[config.mk]
export PLATFORM = sky130hd
export DESIGN_NAME = countdown_timer_ctrl_flat
export DESIGN_NICKNAME = d
export VERILOG_FILES = /design/src/rtl/countdown_timer_ctrl_if.sv /design/src/rtl/countdown_timer_ctrl.sv /design/src/flat_wrapper.sv
export SDC_FILE = /design/constraint.sdc
export NUM_CORES = 1
export LEC_CHECK = 0
export BUFFER_PORTS_ARGS = -buffer_cell sky130_fd_sc_hd__buf_2
export CAP_MARGIN = 25
export CORE_MARGIN = 2
export CORE_UTILIZATION = 55
export CTS_BUF_LIST = sky130_fd_sc_hd__clkbuf_16
export DETAILED_ROUTE_END_ITERATION = 16
export PLACE_DENSITY = 0.74
export SLEW_MARGIN = 30
export SYNTH_ARGS = -nofsm -noshare
export SYNTH_HDL_FRONTEND = slang
export SYNTH_SLANG_ARGS = --single-unit
[constraint.sdc]
create_clock -name CLOCK_50 -period 5.6 [get_ports CLOCK_50]
set_input_delay 0.56 -clock CLOCK_50 [delete_from_list [all_inputs] [get_ports CLOCK_50]]
set_output_delay 0.56 -clock CLOCK_50 [all_outputs]
set_load 0.02 [all_outputs]
[src/rtl/countdown_timer_ctrl_if.sv]
// Control and display bundle for the HH:MM:SS countdown controller.
`timescale 1ns/1ps
interface countdown_timer_ctrl_if;
  logic       tick_1hz;
  logic       start_stop;
  logic       clear;
  logic       set_pulse;
  logic [1:0] field_sel;
  logic       plus;
  logic [6:0] hours;
  logic [6:0] minutes;
  logic [6:0] seconds;
  logic [1:0] state;
  logic       expired;
  logic       blink;

  modport master (
    output tick_1hz, start_stop, clear,
    output set_pulse, field_sel, plus,
    input  hours, minutes, seconds,
    input  state, expired, blink
  );

  modport slave (
    input  tick_1hz, start_stop, clear,
    input  set_pulse, field_sel, plus,
    output hours, minutes, seconds,
    output state, expired, blink
  );
endinterface

[src/rtl/countdown_timer_ctrl.sv]
// Countdown timer sequencer: preset editing, live countdown,
// IDLE/RUN/PAUSE/EXPIRED control and alarm blink.
`timescale 1ns/1ps
module countdown_timer_ctrl #(
  parameter int HOURS_MAX   = 99,
  parameter int ALARM_TICKS = 10
) (
  input  logic CLOCK_50,
  input  logic reset_n,
  countdown_timer_ctrl_if.slave io
);

  typedef enum logic [1:0] {
    S_IDLE  = 2'd0,
    S_RUN   = 2'd1,
    S_PAUSE = 2'd2,
    S_EXP   = 2'd3
  } state_e;

  localparam int CW = $clog2(ALARM_TICKS + 1);
  localparam logic [6:0]    HMAX = 7'(HOURS_MAX);
  localparam logic [6:0]    MMAX = 7'd59;
  localparam logic [CW-1:0] AEND = CW'(ALARM_TICKS);

  state_e        state_q, state_d;
  logic [6:0]    ph_q, ph_d, pm_q, pm_d, ps_q, ps_d;
  logic [6:0]    lh_q, lh_d, lm_q, lm_d, ls_q, ls_d;
  logic [CW-1:0] cnt_q, cnt_d;
  logic          blink_q, blink_d;

  logic [6:0]    dh, dm, ds;
  logic [CW-1:0] cnt_inc;
  logic          preset_zero;
  logic          dec_zero;

  function automatic logic [6:0] wrap_step(
    input logic [6:0] v,
    input logic [6:0] vmax,
    input logic       up
  );
    logic [6:0] r;
    if (up) r = (v >= vmax) ? 7'd0 : v + 7'd1;
    else    r = (v == 7'd0) ? vmax : v - 7'd1;
    return r;
  endfunction

  // Borrow chain; only used in RUN where live is never 00:00:00
  always_comb begin
    ds = ls_q - 7'd1;
    dm = lm_q;
    dh = lh_q;
    if (ls_q == 7'd0) begin
      ds = MMAX;
      if (lm_q != 7'd0) begin
        dm = lm_q - 7'd1;
      end else begin
        dm = MMAX;
        dh = lh_q - 7'd1;
      end
    end
  end

  assign cnt_inc     = cnt_q + CW'(1);
  assign preset_zero = (ph_q == 7'd0) && (pm_q == 7'd0) && (ps_q == 7'd0);
  assign dec_zero    = (dh == 7'd0) && (dm == 7'd0) && (ds == 7'd0);

  always_comb begin
    state_d = state_q;
    ph_d    = ph_q;
    pm_d    = pm_q;
    ps_d    = ps_q;
    lh_d    = lh_q;
    lm_d    = lm_q;
    ls_d    = ls_q;
    cnt_d   = cnt_q;
    blink_d = blink_q;
    unique case (state_q)
      S_IDLE: begin
        if (io.set_pulse) begin
          unique case (io.field_sel)
            2'd0:    ps_d = wrap_step(ps_q, MMAX, io.plus);
            2'd1:    pm_d = wrap_step(pm_q, MMAX, io.plus);
            2'd2:    ph_d = wrap_step(ph_q, HMAX, io.plus);
            default: ;
          endcase
        end
        if (io.start_stop && !preset_zero) begin
          lh_d    = ph_q;
          lm_d    = pm_q;
          ls_d    = ps_q;
          state_d = S_RUN;
        end
      end
      S_RUN: begin
        if (io.clear) begin
          state_d = S_IDLE;
          {lh_d, lm_d, ls_d} = '0;
        end else if (io.tick_1hz && dec_zero) begin
          state_d = S_EXP;
          {lh_d, lm_d, ls_d} = '0;
          cnt_d   = '0;
          blink_d = 1'b0;
        end else begin
          if (io.tick_1hz) begin
            lh_d = dh;
            lm_d = dm;
            ls_d = ds;
          end
          if (io.start_stop) state_d = S_PAUSE;
        end
      end
      S_PAUSE: begin
        if (io.clear) begin
          state_d = S_IDLE;
          {lh_d, lm_d, ls_d} = '0;
        end else if (io.start_stop) begin
          state_d = S_RUN;
        end
      end
      S_EXP: begin
        if (io.clear || io.start_stop) begin
          state_d = S_IDLE;
          cnt_d   = '0;
          blink_d = 1'b0;
        end else if (io.tick_1hz) begin
          if (cnt_inc == AEND) begin
            state_d = S_IDLE;
            cnt_d   = '0;
            blink_d = 1'b0;
          end else begin
            cnt_d   = cnt_inc;
            blink_d = ~blink_q;
          end
        end
      end
      default: state_d = S_IDLE;
    endcase
  end

  always_ff @(posedge CLOCK_50 or negedge reset_n) begin
    if (!reset_n) begin
      state_q <= S_IDLE;
      ph_q    <= '0;
      pm_q    <= '0;
      ps_q    <= '0;
      lh_q    <= '0;
      lm_q    <= '0;
      ls_q    <= '0;
      cnt_q   <= '0;
      blink_q <= 1'b0;
    end else begin
      state_q <= state_d;
      ph_q    <= ph_d;
      pm_q    <= pm_d;
      ps_q    <= ps_d;
      lh_q    <= lh_d;
      lm_q    <= lm_d;
      ls_q    <= ls_d;
      cnt_q   <= cnt_d;
      blink_q <= blink_d;
    end
  end

  assign io.hours   = (state_q == S_IDLE) ? ph_q : lh_q;
  assign io.minutes = (state_q == S_IDLE) ? pm_q : lm_q;
  assign io.seconds = (state_q == S_IDLE) ? ps_q : ls_q;
  assign io.state   = state_q;
  assign io.expired = (state_q == S_EXP);
  assign io.blink   = blink_q;

endmodule

[src/flat_wrapper.sv]
// flat-port wrapper written by rule: the top's interface ports become plain ports
module countdown_timer_ctrl_flat 
#(
  parameter int HOURS_MAX   = 99,
  parameter int ALARM_TICKS = 10
)
  (CLOCK_50, reset_n, io_tick_1hz, io_start_stop, io_clear, io_set_pulse, io_field_sel, io_plus, io_hours, io_minutes, io_seconds, io_state, io_expired, io_blink);
  countdown_timer_ctrl_if io_i ();
  input  logic CLOCK_50;
  input  logic reset_n;
  input wire logic [$bits(io_i.tick_1hz)-1:0] io_tick_1hz;
  input wire logic [$bits(io_i.start_stop)-1:0] io_start_stop;
  input wire logic [$bits(io_i.clear)-1:0] io_clear;
  input wire logic [$bits(io_i.set_pulse)-1:0] io_set_pulse;
  input wire logic [$bits(io_i.field_sel)-1:0] io_field_sel;
  input wire logic [$bits(io_i.plus)-1:0] io_plus;
  output wire logic [$bits(io_i.hours)-1:0] io_hours;
  output wire logic [$bits(io_i.minutes)-1:0] io_minutes;
  output wire logic [$bits(io_i.seconds)-1:0] io_seconds;
  output wire logic [$bits(io_i.state)-1:0] io_state;
  output wire logic [$bits(io_i.expired)-1:0] io_expired;
  output wire logic [$bits(io_i.blink)-1:0] io_blink;
  assign io_i.tick_1hz = io_tick_1hz;
  assign io_i.start_stop = io_start_stop;
  assign io_i.clear = io_clear;
  assign io_i.set_pulse = io_set_pulse;
  assign io_i.field_sel = io_field_sel;
  assign io_i.plus = io_plus;
  assign io_hours = io_i.hours;
  assign io_minutes = io_i.minutes;
  assign io_seconds = io_i.seconds;
  assign io_state = io_i.state;
  assign io_expired = io_i.expired;
  assign io_blink = io_i.blink;
  countdown_timer_ctrl #(.HOURS_MAX(HOURS_MAX), .ALARM_TICKS(ALARM_TICKS)) u_core (.CLOCK_50(CLOCK_50), .reset_n(reset_n), .io(io_i));
endmodule
---- Word level (Yosys, flattened, before mapping) ----
Index checks and enable logic that the tools add are counted.
word-level totals
  register bits after elaboration ......... 49
  input port bits ......................... 9
operators by class
  $add $sub $neg .......................... 10
  order comparisons ....................... 3
  equal/unequal tests ..................... 15
  mux-type cells .......................... 55
  bitwise logic cells ..................... 1
  reduce and logical (&&, ||, !) cells .... 26
operators with widths
  cell                   count
  $mux W7                30
  $pmux W7 S3            3
  $logic_not A7 Y1       7
  $sub A7 B1 Y7 const B  6
  $add A7 B1 Y7 const B  3
  $mux W4                5
  $mux W2                9
  $ge A7 B6 Y1 const B   2
  $reduce_and A3 Y1      3
  $ne A4 B3 Y1 const B   2
  $pmux W2 S4            1
  $pmux W4 S2            1
  $reduce_and A4 Y1      2
  $ge A7 B7 Y1 const B   1
  $reduce_bool A7 Y1     1
  $eq A2 B2 Y1 const B   3
  $logic_and A1 B1 Y1    6
  $mux W1                5
  $reduce_and A5 Y1      1
  $add A4 B1 Y4 const B  1
  $eq A2 B1 Y1 const B   2
  $eq A4 B4 Y1 const B   1
  $logic_not A2 Y1       2
  $ne A2 B1 Y1 const B   2
  other kinds (10)       11

---- Depth between registers and ports, before layout ----
Gate-level depths: netlist of run 1.
  depth after elaboration ................. 10
  gate-level depth with buffers ........... 11

---- Worst setup path before layout of run 1 ----
OpenSTA, ideal clock, no wires.
  path type ............................... register to register
  from .................................... register u_core.ls_q[2]
  to ...................................... register u_core.cnt_q[0]
  setup time .............................. 125 ps
  arrival ................................. 2767 ps
  data required time ...................... 5475 ps
  setup slack ............................. 2708 ps
  stages on the path, launching flop included .. 10
  buffers on the path ..................... 2
  cell sequence ........................... dfrtp_1 buf_6 or4_1 buf_2 or4_4 a211oi_1 o21a_2 nand4_2 a21oi_2 mux2_2
between the ends
  cells in the longest elaborated chain, start to end .. 8
  elaborated cells on any way between the ends .. 13
  those cells by class .................... 1 x add/sub; 1 x eq/ne; 3 x mux; 8 x reduce/logical
RTL lines
  element                                                RTL line                     source
  from (decl)                                            countdown_timer_ctrl.sv:27   logic [6:0] lh_q, lh_d, lm_q, lm_d, ls_q, ls_d;
  from (signal assigned)                                 countdown_timer_ctrl.sv:158  ls_q <= ls_d;
  branches (longest 4 deep; another with $sub A7 B1 Y7)  --
  $logic_and A1 B1 Y1 *                                  countdown_timer_ctrl.sv:65   assign dec_zero = (dh == 7'd0) && (dm == 7'd0) && (ds == 7'd0);
  $logic_and A1 B1 Y1 *                                  countdown_timer_ctrl.sv:98   end else if (io.tick_1hz && dec_zero) begin
  $ne A2 B1 Y1 (no line) *                               --
  $reduce_and A4 Y1 (no line) *                          --
  to (signal assigned)                                   countdown_timer_ctrl.sv:159  cnt_q <= cnt_d;
  to (decl)                                              countdown_timer_ctrl.sv:28   logic [CW-1:0] cnt_q, cnt_d;
Every way passes the cells marked *.
A chain may end at the register's enable or synchronous reset.

---- Final worst setup path of run 1 ----
  from .................................... register u_core.ps_q[0]
  to ...................................... register u_core.lh_q[1]
between the ends
  cells in the longest elaborated chain, start to end .. 6
RTL lines
  element                      RTL line                     source
  from (decl)                  countdown_timer_ctrl.sv:26   logic [6:0] ph_q, ph_d, pm_q, pm_d, ps_q, ps_d;
  from (signal assigned)       countdown_timer_ctrl.sv:155  ps_q <= ps_d;
  $logic_not A7 Y1             countdown_timer_ctrl.sv:64   assign preset_zero = (ph_q == 7'd0) && (pm_q == 7'd0) && (ps_q == 7'd0);
  $logic_and A1 B1 Y1          countdown_timer_ctrl.sv:64
  $logic_not A1 Y1             countdown_timer_ctrl.sv:87   if (io.start_stop && !preset_zero) begin
  $logic_and A1 B1 Y1          countdown_timer_ctrl.sv:87
  $ne A2 B1 Y1 (no line)       --
  $reduce_and A4 Y1 (no line)  --
  to (signal assigned)         countdown_timer_ctrl.sv:156  lh_q <= lh_d;
  to (decl)                    countdown_timer_ctrl.sv:27
No other way between the ends.

==> results of run 1 <==
## registers in the layout, indices dropped and copies added, names as in the netlist
register         count
u_core.ps_q          7
u_core.pm_q          7
u_core.io.blink      1
u_core.lh_q          7
u_core.io.state      2
u_core.lm_q          7
u_core.cnt_q         4
u_core.ph_q          7
u_core.ls_q          7
## power by group through the flow
stage,Combinational (mW),Clock (mW),Sequential (mW)
4_1_cts,1.52,0.301,0.763
2_1_floorplan,1.28,0,0.594
6_report,1.54,0.300,0.776
3_3_place_gp,1.50,0,0.759
5_1_grt,1.69,0.313,0.801
3_5_place_dp,1.52,0,0.770
## per-stage QoR
step	instances	cell area [sq um]	power, mW	hold slack, ns	worst slack [ns]
final	634	4440	2.62	0.366	2.23
after floorplan	524	4110	1.87	0.264	2.71
after CTS	634	4430	2.59	0.418	2.25
after detailed placement	626	4300	2.29	0.524	2.29
after global routing	634	4440	2.81	0.454	1.98
after global placement	626	4300	2.26	0.515	2.38
## cell families after synthesis
logic type / count (synthesis) / synth area share
mux: 17 / 0.0460
fa+ha+maj: 18 / 0.0548
xor+xnor: 9 / 0.0192
compound gates: 164 / 0.258
simple gates: 204 / 0.265
flops: 49 / 0.298
buf+inv: 63 / 0.0597
## synth_stat cells, types with 7 or more instances
master,number,share of area
nor4_1,8,0.012
nor3b_1,7,0.013
and3_1,9,0.014
o21ai_0,43,0.052
a31oi_1,13,0.020
or4_1,8,0.015
dfrtp_1,49,0.30
nor3_1,17,0.021
a21oi_1,39,0.047
mux2_2,15,0.041
o31ai_1,14,0.026
nand2b_1,7,0.011
inv_1,28,0.026
a211oi_1,7,0.013
clkbuf_1,31,0.028
ha_1,18,0.055
nand3_1,17,0.021
nand2_1,61,0.056
nor2_1,34,0.031
## cells in the final DEF (no fill, tap or decap), types with 14 or more instances in the layout
master and n:
o31ai_1 14, inv_1 28, nand3_1 17, nor2_1 34, o21ai_0 43, mux2_2 15, dfrtp_1 49, ha_1 18
buf_2 33, a21oi_1 39, nand2_1 61, nor3_1 17
## critical path, stage by stage, from the launching register on
cell and delay, ns:
dfrtp_1 0.48, inv_1 0.09, ha_1 0.19, or3b_2 0.51, or4_1 0.48, o31ai_1 0.38, a21o_1 0.61, nor2_1 0.19
a21oi_1 0.21, o21ai_0 0.10
## area by class of cell
class,count,share of cell area
sequential,49,0.276
tap,99,0.0279
timing repair buffer,38,0.0457
inverter,28,0.0237
clock inverter,3,0.00282
clock buffer,5,0.0282
multi-input combinational,412,0.596
## per-layer routing
layer	share of wire	track usage	vias to the layer above
met4	0.025	0.117	0
met1	0.45	0.392	1958
met3	0.073	0.0351	25
met2	0.46	0.427	196
met5	0	0	-
li1	-	-	1950
## path summary, 6_finish.rpt
check / startpoint / endpoint / depth (start not counted)
setup / recovery: u_core.ps_q[0] / u_core.lh_q[1] / 9
setup reg to reg: u_core.ps_q[0] / u_core.lh_q[1] / 9
min in group CLOCK_50: u_core.io.blink / u_core.io.blink / 1
hold reg to reg: u_core.io.blink / u_core.io.blink / 1
max in group asynchronous: reset_n / u_core.pm_q[3] / 2
hold / removal: reset_n / u_core.cnt_q[0] / 2
==> out/metrics.csv, run 1 <==
stage,metric,value,unit
clock_network,cts_tree,done,
global_route,antenna_found_initial,0,
routing,ant_nets,0,
timing,min_period_over_period,0.602,
yosys,yosys_warnings,0,
pwr,leakage,1.88,nW
pwr,p_per_area,590,nW/um^2
timing,final-setup-viol-count,0,
min_path,hp-class,primary input to async pin,
placed_design,gp_routability_congestion,0.955,
yosys,ys_ff_latch,49,
timing,slew_headroom,0.376,
layout,layout-drive-gt1-share,0.138,
routing,remaining_drc_errors,0,
placed_design,post-dp-hpwl,8000,um
die,core,7250,sq um
pwr,intPower,1.23,mW
timing,setup_tns,0,ns
critical_path,arrival,3.54,ns
die,ios,34,
yosys,yosysUniqueCellTypes,62,
die,die_area,8180,sq um
yosys,synthCells,524,
timing,rsz0062_at_grt,false,
global_route,grt_overflow,0,
critical_path,worstSetupPathType,register to register,
timing,hold_viol,0,
layout,multi_input_area,2640,sq um
layout,antenna-diode-count,0,
clock_network,ctsHtreeMaxLevel,2,
critical_path,critPathMaxFanout,23,
die,start_util,0.567,
pwr,ir_drop,0.000228,V
layout,num-fill-cells,666,
yosys,synth-seq-area-share,0.298,
clock_network,insertion_delay,0.29,ns
timing,tightest_slew,0.927,ns
clock_network,post_cts_resize_count,0,
timing,drv_slew,0,
layout,finalCoreUtilization,0.612,
clock_network,cts.sinks,49,
global_route,grt_max_degree,50,
routing,drt_iter0_markers,432,
critical_path,end_kind,register,
pwr,switchingPower,1.38,mW
clock_network,post_cts_buffers,0,
critical_path,crit_required,5.77,ns
die,rows,31,
clock_network,cts-buffers-inserted,5,
routing,vias_per_cell,6.51,
yosys,async_reset_ff_frac,1.00,
routing,finalWirelength,11300,um
yosys,synthFlopType,dfrtp_1,
global_route,grt_use_total,0.277,
routing,dr.pass1.iters,5,
die,die_h,90.4,um
pwr,clkPwrFrac,0.115,
yosys,syn_area,4110,sq um
critical_path,start_kind,register,
clock_network,clock_path_buffers,2,
global_route,grt_pass1_vias,3745,
clock_network,cts_root_buffer,clkbuf_16,
yosys,synth_edf_count,0,
timing,fmax,0.297,GHz
layout,seq_area,1230,sq um
critical_path,reg2reg_setup_slack,2.23,ns
timing,fin_skew,0.00399,ns
yosys,synth_fp_nets,551,
pwr,seqPwrFrac,0.296,
die,die_x,90.4,um
layout,syn_to_final_growth,8.01,%
global_route,grt_first_pass_wirelength,18600,um
clock_network,postCtsHoldBufs,0,
layout,fin_nets,561,
clock_network,clk_pin_slew,0.07,ns
timing,period_needed,3.37,ns
pwr,combPwrFrac,0.589,
pwr,switching_share,0.529,
run,max_cap_viol_count,0,
routing,wire_per_inst,17.9,um
placed_design,portBuffers,33,
yosys,avgSynthCellArea,7.84,sq um
outcome,status,"complete, no violations",
routing,vias,4129,
Note: power is estimated with default switching activity, not from simulation.
==> run 2: changes to the inputs <==
- ABC_AREA: not set -> 1
- clock period: 5.6 -> 3.3 ns (I/O delays scaled with it)
==> run 2 against run 1 <==
Effect of this change: sequential power rose by 57%; total power rose by 76%; fmax rose by 22%; count of clock-buffer cells in the layout did not move.
==> out/metrics.csv, run 2 <==
stage,metric,value,unit,change
outcome,status,"complete, no violations",,unchanged
critical_path,worstSetupPathType,register to register,,unchanged
yosys,synth.area.top_cells,"dfrtp_1 (30%), nand2_1 (14%), o21ai_0 (6.5%)",,"was dfrtp_1 (30%), nand2_1 (5.6%), ha_1 (5.5%)"
die,rows,31,,unchanged
critical_path,critPathMaxFanout,25,,was 23
critical_path,arrival,2.93,ns,was 3.54 ns
global_route,antenna_found_initial,0,,unchanged
critical_path,worstPathCellList,inv_1 > ha_1 > nand2_1 > nor2_1 > nand2_1 > o31ai_1 > nand2_1 > nand2_2 > inv_2 > nand2_1 > o21ai_1,,was inv_1 > ha_1 > or3b_2 > or4_1 > o31ai_1 > a21o_1 > nor2_1 > a21oi_1 > o21ai_0
routing,ant_nets,0,,unchanged
timing,final-setup-viol-count,0,,unchanged
placed_design,gp_routability_congestion,1.00,,was 0.955
routing,dr.pass1.iters,6,,was 5
yosys,synthCells,599,,was 524
timing,drv_slew,0,,unchanged
timing,min_period_over_period,0.838,,was 0.602
critical_path,critical_path.most_common_cell,nand2_1,,
layout,final_common_cell,nand2_1,,unchanged
timing,tightest_slew,0.761,ns,was 0.927 ns
yosys,synth_fp_nets,626,,was 551
global_route,met3_usage,0.0402,,was 0.0351
routing,wire_per_inst,15.5,um,was 17.9 um
global_route,grt_max_degree,33,,was 50
global_route,grt_first_pass_wirelength,18300,um,"was 18,600 um"
critical_path,critPathSlowestCell,dfrtp_1,,was a21o_1
critical_path,crit_required,3.47,ns,was 5.77 ns
routing,finalWirelength,11200,um,"was 11,300 um"
clock_network,insertion_delay,0.30,ns,was 0.29 ns
routing,remaining_drc_errors,0,,unchanged
clock_network,post_cts_resize_count,0,,unchanged
min_path,hp-class,primary input to async pin,,unchanged
clock_network,post_cts_buffers,0,,unchanged
clock_network,cts_tree,done,,unchanged
timing,slew_headroom,0.493,,was 0.376
yosys,yosysMostFrequentCell,nand2_1,,unchanged
yosys,yosys_warnings,0,,unchanged
run,max_cap_viol_count,0,,unchanged
critical_path,start_kind,register,,unchanged
timing,hold_viol,0,,unchanged
layout,syn_to_final_growth,8.86,%,was 8.01%
critical_path,crit_path_max_incr_delay,0.47,ns,was 0.61 ns
timing,period_needed,2.77,ns,was 3.37 ns
layout,antenna-diode-count,0,,unchanged
layout,final_cell_mix,"nand2_1 (151), inv_1 (69), nor2_1 (54)",,"was nand2_1 (61), dfrtp_1 (49), o21ai_0 (43)"
routing,drt_iter0_markers,349,,was 432
placed_design,portBuffers,33,,unchanged
yosys,yosys.area.top_type,dfrtp_1,,unchanged
yosys,synth-seq-area-share,0.300,,was 0.298
yosys,ys_ff_latch,49,,unchanged
clock_network,cts_root_buffer,clkbuf_16,,unchanged
global_route,grt_util_met1,0.379,,was 0.392
yosys,synth_edf_count,0,,unchanged
yosys,netlist.area_leader.share,0.300,,was 0.298
global_route,top_usage_layer,met2,,unchanged
die,die_h,90.2,um,was 90.4 um
routing,vias,4172,,"was 4,129"
clock_network,clock_path_buffers,2,,unchanged
placed_design,post-dp-hpwl,8300,um,was 8000 um
die,start_util,0.566,,was 0.567
global_route,grt_use_total,0.273,,was 0.277
die,die_x,90.2,um,was 90.4 um
yosys,yosysUniqueCellTypes,42,,was 62
timing,rsz0062_at_grt,false,,unchanged
critical_path,end_kind,register,,unchanged
yosys,avgSynthCellArea,6.82,sq um,was 7.84 sq um
pwr,ir_drop,0.000451,V,was 0.000228 V
layout,fin_nets,650,,was 561
yosys,ys_top_cells_by_count,"nand2_1 (151), inv_1 (69), nor2_1 (54), o21ai_0 (53), dfrtp_1 (49)",,"was nand2_1 (61), dfrtp_1 (49), o21ai_0 (43), a21oi_1 (39), nor2_1 (34)"
clock_network,postCtsHoldBufs,0,,unchanged
layout,layout-drive-gt1-share,0.125,,was 0.138
pwr,p_per_area,1040,nW/um^2,was 590 nW/um^2
clock_network,ctsHtreeMaxLevel,2,,unchanged
timing,fin_skew,0.0105,ns,was 0.00399 ns
clock_network,cts-buffers-inserted,5,,unchanged
timing,setup_tns,0,ns,unchanged
die,die_area,8130,sq um,was 8180 sq um
placed_design,placed_area,4310,sq um,was 4300 sq um
global_route,grt_pass1_vias,3856,,"was 3,745"
critical_path,crit_family,simple AND/OR/NAND/NOR gates,,was compound AO/OA/AOI/OAI gates
timing,fmax,0.362,GHz,was 0.297 GHz
die,ios,34,,unchanged
clock_network,cts.sinks,49,,unchanged
yosys,async_reset_ff_frac,1.00,,unchanged
yosys,syn_area,4080,sq um,was 4110 sq um
layout,design_area,4440,sq um,about the same
global_route,grt_overflow,0,,unchanged
pwr,leakage,2.19,nW,was 1.88 nW
yosys,synthFlopType,dfrtp_1,,unchanged
clock_network,clk_pin_slew,0.07,ns,about the same
die,core,7210,sq um,was 7250 sq um
routing,vias_per_cell,5.77,,was 6.51
global_route,grtUsageMet2,0.437,,was 0.427
critical_path,critPathBufInv,2,,was 1
## run 2: kinds of logic (layout without fill, tap and decap cells)
| logic type | count (synthesis) | after routing | share of synthesized area |
|---|---|---|---|
| simple gates | 293 | 293 | 0.338 |
| compound gates | 131 | 131 | 0.187 |
| buf+inv | 97 | 122 | 0.0959 |
| flops | 49 | 49 | 0.300 |
| fa+ha+maj | 18 | 18 | 0.0552 |
| xor+xnor | 11 | 11 | 0.0236 |
## run 2: final cells by class
type                       instances  area, sq um
clock inverter                     3         12.5
multi-input combinational        453         2460
timing repair buffer              39          210
fill                             681         2770
tap                               99          124
inverter                          75          282
sequential                        49         1230
clock buffer                       5          125
## run 2: power breakdown
group	switching [mW]	internal (mW)
registers	0.367	0.851
logic	1.94	0.940
clock network	0.235	0.275
total	2.54	2.07
## run 2: path summary, 6_finish.rpt
kind	startpoint	to	slack, ns	cells after the start
max in group asynchronous	reset_n	u_core.ph_q[6]	2.43	2
setup / recovery	u_core.ph_q[0]	u_core.lm_q[6]	0.53	11
hold / removal	reset_n	u_core.cnt_q[0]	0.1	1
hold reg to reg	u_core.cnt_q[3]	u_core.cnt_q[3]	0.50	2
min in group CLOCK_50	io_clear	u_core.io.state[1]	0.38	4
setup reg to reg	u_core.ph_q[0]	u_core.lm_q[6]	0.53	11
## run 2: metal layers
layer / wire length, um / vias to the layer above
met4: 319 / 0
met1: 4960 / 1911
met3: 836 / 39
met2: 5090 / 198
li1: - / 2024
met5: 0 / -
## run 2: stage by stage
step                setup slack (ns)  hold WS, ns  utilization  total power [mW]  cells
floorplan                       1.15       0.0344            -              3.30    599
global placement               0.758        0.449        0.597              3.98    715
detailed placement             0.638        0.445        0.597              4.03    715
CTS                            0.625        0.136        0.616              4.55    723
global route                   0.306        0.176        0.616              4.97    723
finish                         0.534       0.0984        0.616              4.61    723
## run 2: worst register-to-register path: cells and delay by family, from the launching register on
| family | cells | cell delay (ns) |
|---|---|---|
| AOI/OAI and AO/OA | 2 | 0.43 |
| buffers and inverters | 2 | 0.44 |
| adders and majority gates | 1 | 0.22 |
| DFF | 1 | 0.47 |
| and+or+nand+nor | 6 | 1.08 |
==> run 3: changes to the inputs <==
- clock period: 3.3 -> 2.75 ns (I/O delays scaled with it)
==> run 3 against run 2 <==
Effect of this change: the flow now finishes with violations (hold timing); critical path type unchanged; global-route usage fell by 0.083 points; clock skew fell by 0.0026 ns; core utilization rose by 1.4 points; die area did not move; clock power rose by 40%.
==> out/metrics.csv, run 3 (synthesis results as in run 2) <==
stage,metric,value,unit,change
clock_network,cts_tree,done,,unchanged
layout,final_cell_mix,"nand2_1 (151), inv_1 (68), nor2_1 (54)",,"was nand2_1 (151), inv_1 (69), nor2_1 (54)"
placed_design,portBuffers,33,,unchanged
timing,period_needed,2.48,ns,was 2.77 ns
critical_path,crit_required,2.94,ns,was 3.47 ns
clock_network,cts.sinks,49,,unchanged
pwr,combPwrFrac,0.621,,was 0.625
global_route,antenna_found_initial,0,,unchanged
critical_path,arrival,2.67,ns,was 2.93 ns
global_route,grt_overflow,0,,unchanged
timing,hold_viol,24,,was 0
timing,setup_tns,0,ns,unchanged
pwr,ir_drop,0.000659,V,was 0.000451 V
min_path,hp-class,primary input to async pin,,unchanged
global_route,grt_first_pass_wirelength,18200,um,"was 18,300 um"
routing,drt_iter0_markers,352,,was 349
placed_design,placed_cells,719,,was 715
global_route,top_usage_layer,met2,,unchanged
run,max_cap_viol_count,0,,unchanged
timing,fin_skew,0.00792,ns,was 0.0105 ns
global_route,grt_util_met1,0.373,,was 0.379
placed_design,post-dp-hpwl,8090,um,was 8300 um
layout,layout-drive-gt1-share,0.137,,was 0.125
clock_network,cts_root_buffer,clkbuf_16,,unchanged
timing,tightest_slew,0.609,ns,was 0.761 ns
clock_network,clk_pin_slew,0.07,ns,about the same
routing,vias_per_cell,5.76,,was 5.77
layout,fin_nets,656,,was 650
routing,dr.pass1.iters,5,,was 6
timing,slew_headroom,0.594,,was 0.493
die,rows,31,,unchanged
layout,syn_to_final_growth,11.3,%,was 8.86%
clock_network,insertion_delay,0.29,ns,was 0.30 ns
routing,finalWirelength,10800,um,"was 11,200 um"
routing,wire_per_inst,14.8,um,was 15.5 um
layout,finalCoreUtilization,0.630,,was 0.616
die,start_util,0.566,,unchanged
timing,drv_slew,0,,unchanged
outcome,status,"complete, but fails checks",,"was complete, no violations"
placed_design,gp_routability_congestion,0.942,,was 1.00
timing,fmax,0.403,GHz,was 0.362 GHz
pwr,seqPwrFrac,0.253,,was 0.264
die,ios,34,,unchanged
pwr,clkPwrFrac,0.126,,was 0.111
routing,ant_nets,0,,unchanged
clock_network,cts-buffers-inserted,5,,unchanged
clock_network,ctsHtreeMaxLevel,2,,unchanged
global_route,grt_use_total,0.272,,was 0.273
pwr,intPower,2.65,mW,was 2.07 mW
timing,final-setup-viol-count,0,,unchanged
timing,min_period_over_period,0.902,,was 0.838
layout,antenna-diode-count,0,,unchanged
timing,rsz0062_at_grt,false,,unchanged
pwr,switchingPower,3.01,mW,was 2.54 mW
routing,remaining_drc_errors,0,,unchanged
pwr,p_per_area,1250,nW/um^2,was 1040 nW/um^2
layout,num-fill-cells,645,,was 681
timing,hold_ws,-0.0170,ns,was 0.0984 ns
die,die_x,90.2,um,unchanged
pwr,switching_share,0.532,,was 0.552
layout,fin_cells,729,,was 723
pwr,leakage,2.24,nW,was 2.19 nW
layout,final_common_cell,nand2_1,,unchanged
global_route,grt_pass1_vias,3867,,"was 3,856"
critical_path,critPathMaxFanout,16,,was 25
routing,vias,4202,,"was 4,172"
die,core,7210,sq um,unchanged
die,die_h,90.2,um,unchanged
critical_path,worstSetupPathType,register to register,,unchanged
critical_path,start_kind,register,,unchanged
global_route,grtUsageMet2,0.454,,was 0.437
die,die_area,8130,sq um,unchanged
clock_network,clock_path_buffers,2,,unchanged
outcome,violations,hold timing,,
global_route,grt_max_degree,28,,was 33
placed_design,pre_cts_slack,0.160,ns,was 0.638 ns
critical_path,end_kind,register,,unchanged
timing,fin_ws,0.269,ns,was 0.534 ns
global_route,met3_usage,0.0394,,was 0.0402
-- run 3: layer usage --
metal  wire (um)  share of wire  up-vias
met5           0              0        -
met4         167          0.015        0
met3         797          0.074       13
met2        5010           0.46      175
met1        4840           0.45     1977
li1            -              -     2037
-- run 3: layout make-up --
class,count,area [sq um],share of cell area
multi-input combinational,453,2460,0.543
sequential,49,1230,0.270
inverter,75,282,0.0620
timing repair buffer,45,280,0.0617
clock buffer,5,125,0.0275
tap,99,124,0.0273
clock inverter,3,41.3,0.00909
-- run 3: power groups by stage --
stage / sequential (mW) / combinational [mW] / clock [mW]
finish: 1.43 / 3.52 / 0.716
detailed placement: 1.43 / 3.47 / 0
floorplan: 1.28 / 2.68 / 0
CTS: 1.42 / 3.49 / 0.724
global route: 1.48 / 3.93 / 0.752
global placement: 1.42 / 3.39 / 0
-- run 3: worst paths after layout --
path,endpoint,start,slack [ns],depth (start not counted)
worst max-delay path,u_core.cnt_q[0],u_core.ls_q[0],0.27,15
min in group CLOCK_50,u_core.io.state[1],io_clear,0.30,4
worst min register to register,u_core.cnt_q[3],u_core.cnt_q[3],0.51,2
worst min-delay path,u_core.cnt_q[1],reset_n,-0.02,1
max in group asynchronous,u_core.ps_q[2],reset_n,1.98,2
worst max register to register,u_core.cnt_q[0],u_core.ls_q[0],0.27,15
-- run 3: stage by stage --
step           power [mW]  area (sq um)
2_1_floorplan        3.97          4080
3_3_place_gp         4.80          4350
3_5_place_dp         4.90          4350
4_1_cts              5.63          4520
5_1_grt              6.16          4540
6_report             5.67          4540
-- run 3: worst max-delay path: stages (launching register included) --
cell and delay [ns]:
dfrtp_1 0.40, inv_2 0.13, ha_1 0.20, nand2_1 0.14, nor2_8 0.23, nand2_2 0.15
nand2_1 0.08, nand2_1 0.07, nor2_1 0.20, nand2_2 0.09, nor2_4 0.10, nand3_4 0.12
o21ai_4 0.23, nand2_4 0.10, nand2_1 0.07, nand2_1 0.05
-- run 3: timing repair --
item                                    in CTS  in global routing
endpoints found under the hold margin        0                  0
setup buffers                                0                  2
hold buffers                                 0                  0
endpoints found under the setup margin       0                  7
gates resized for setup                      0                  1
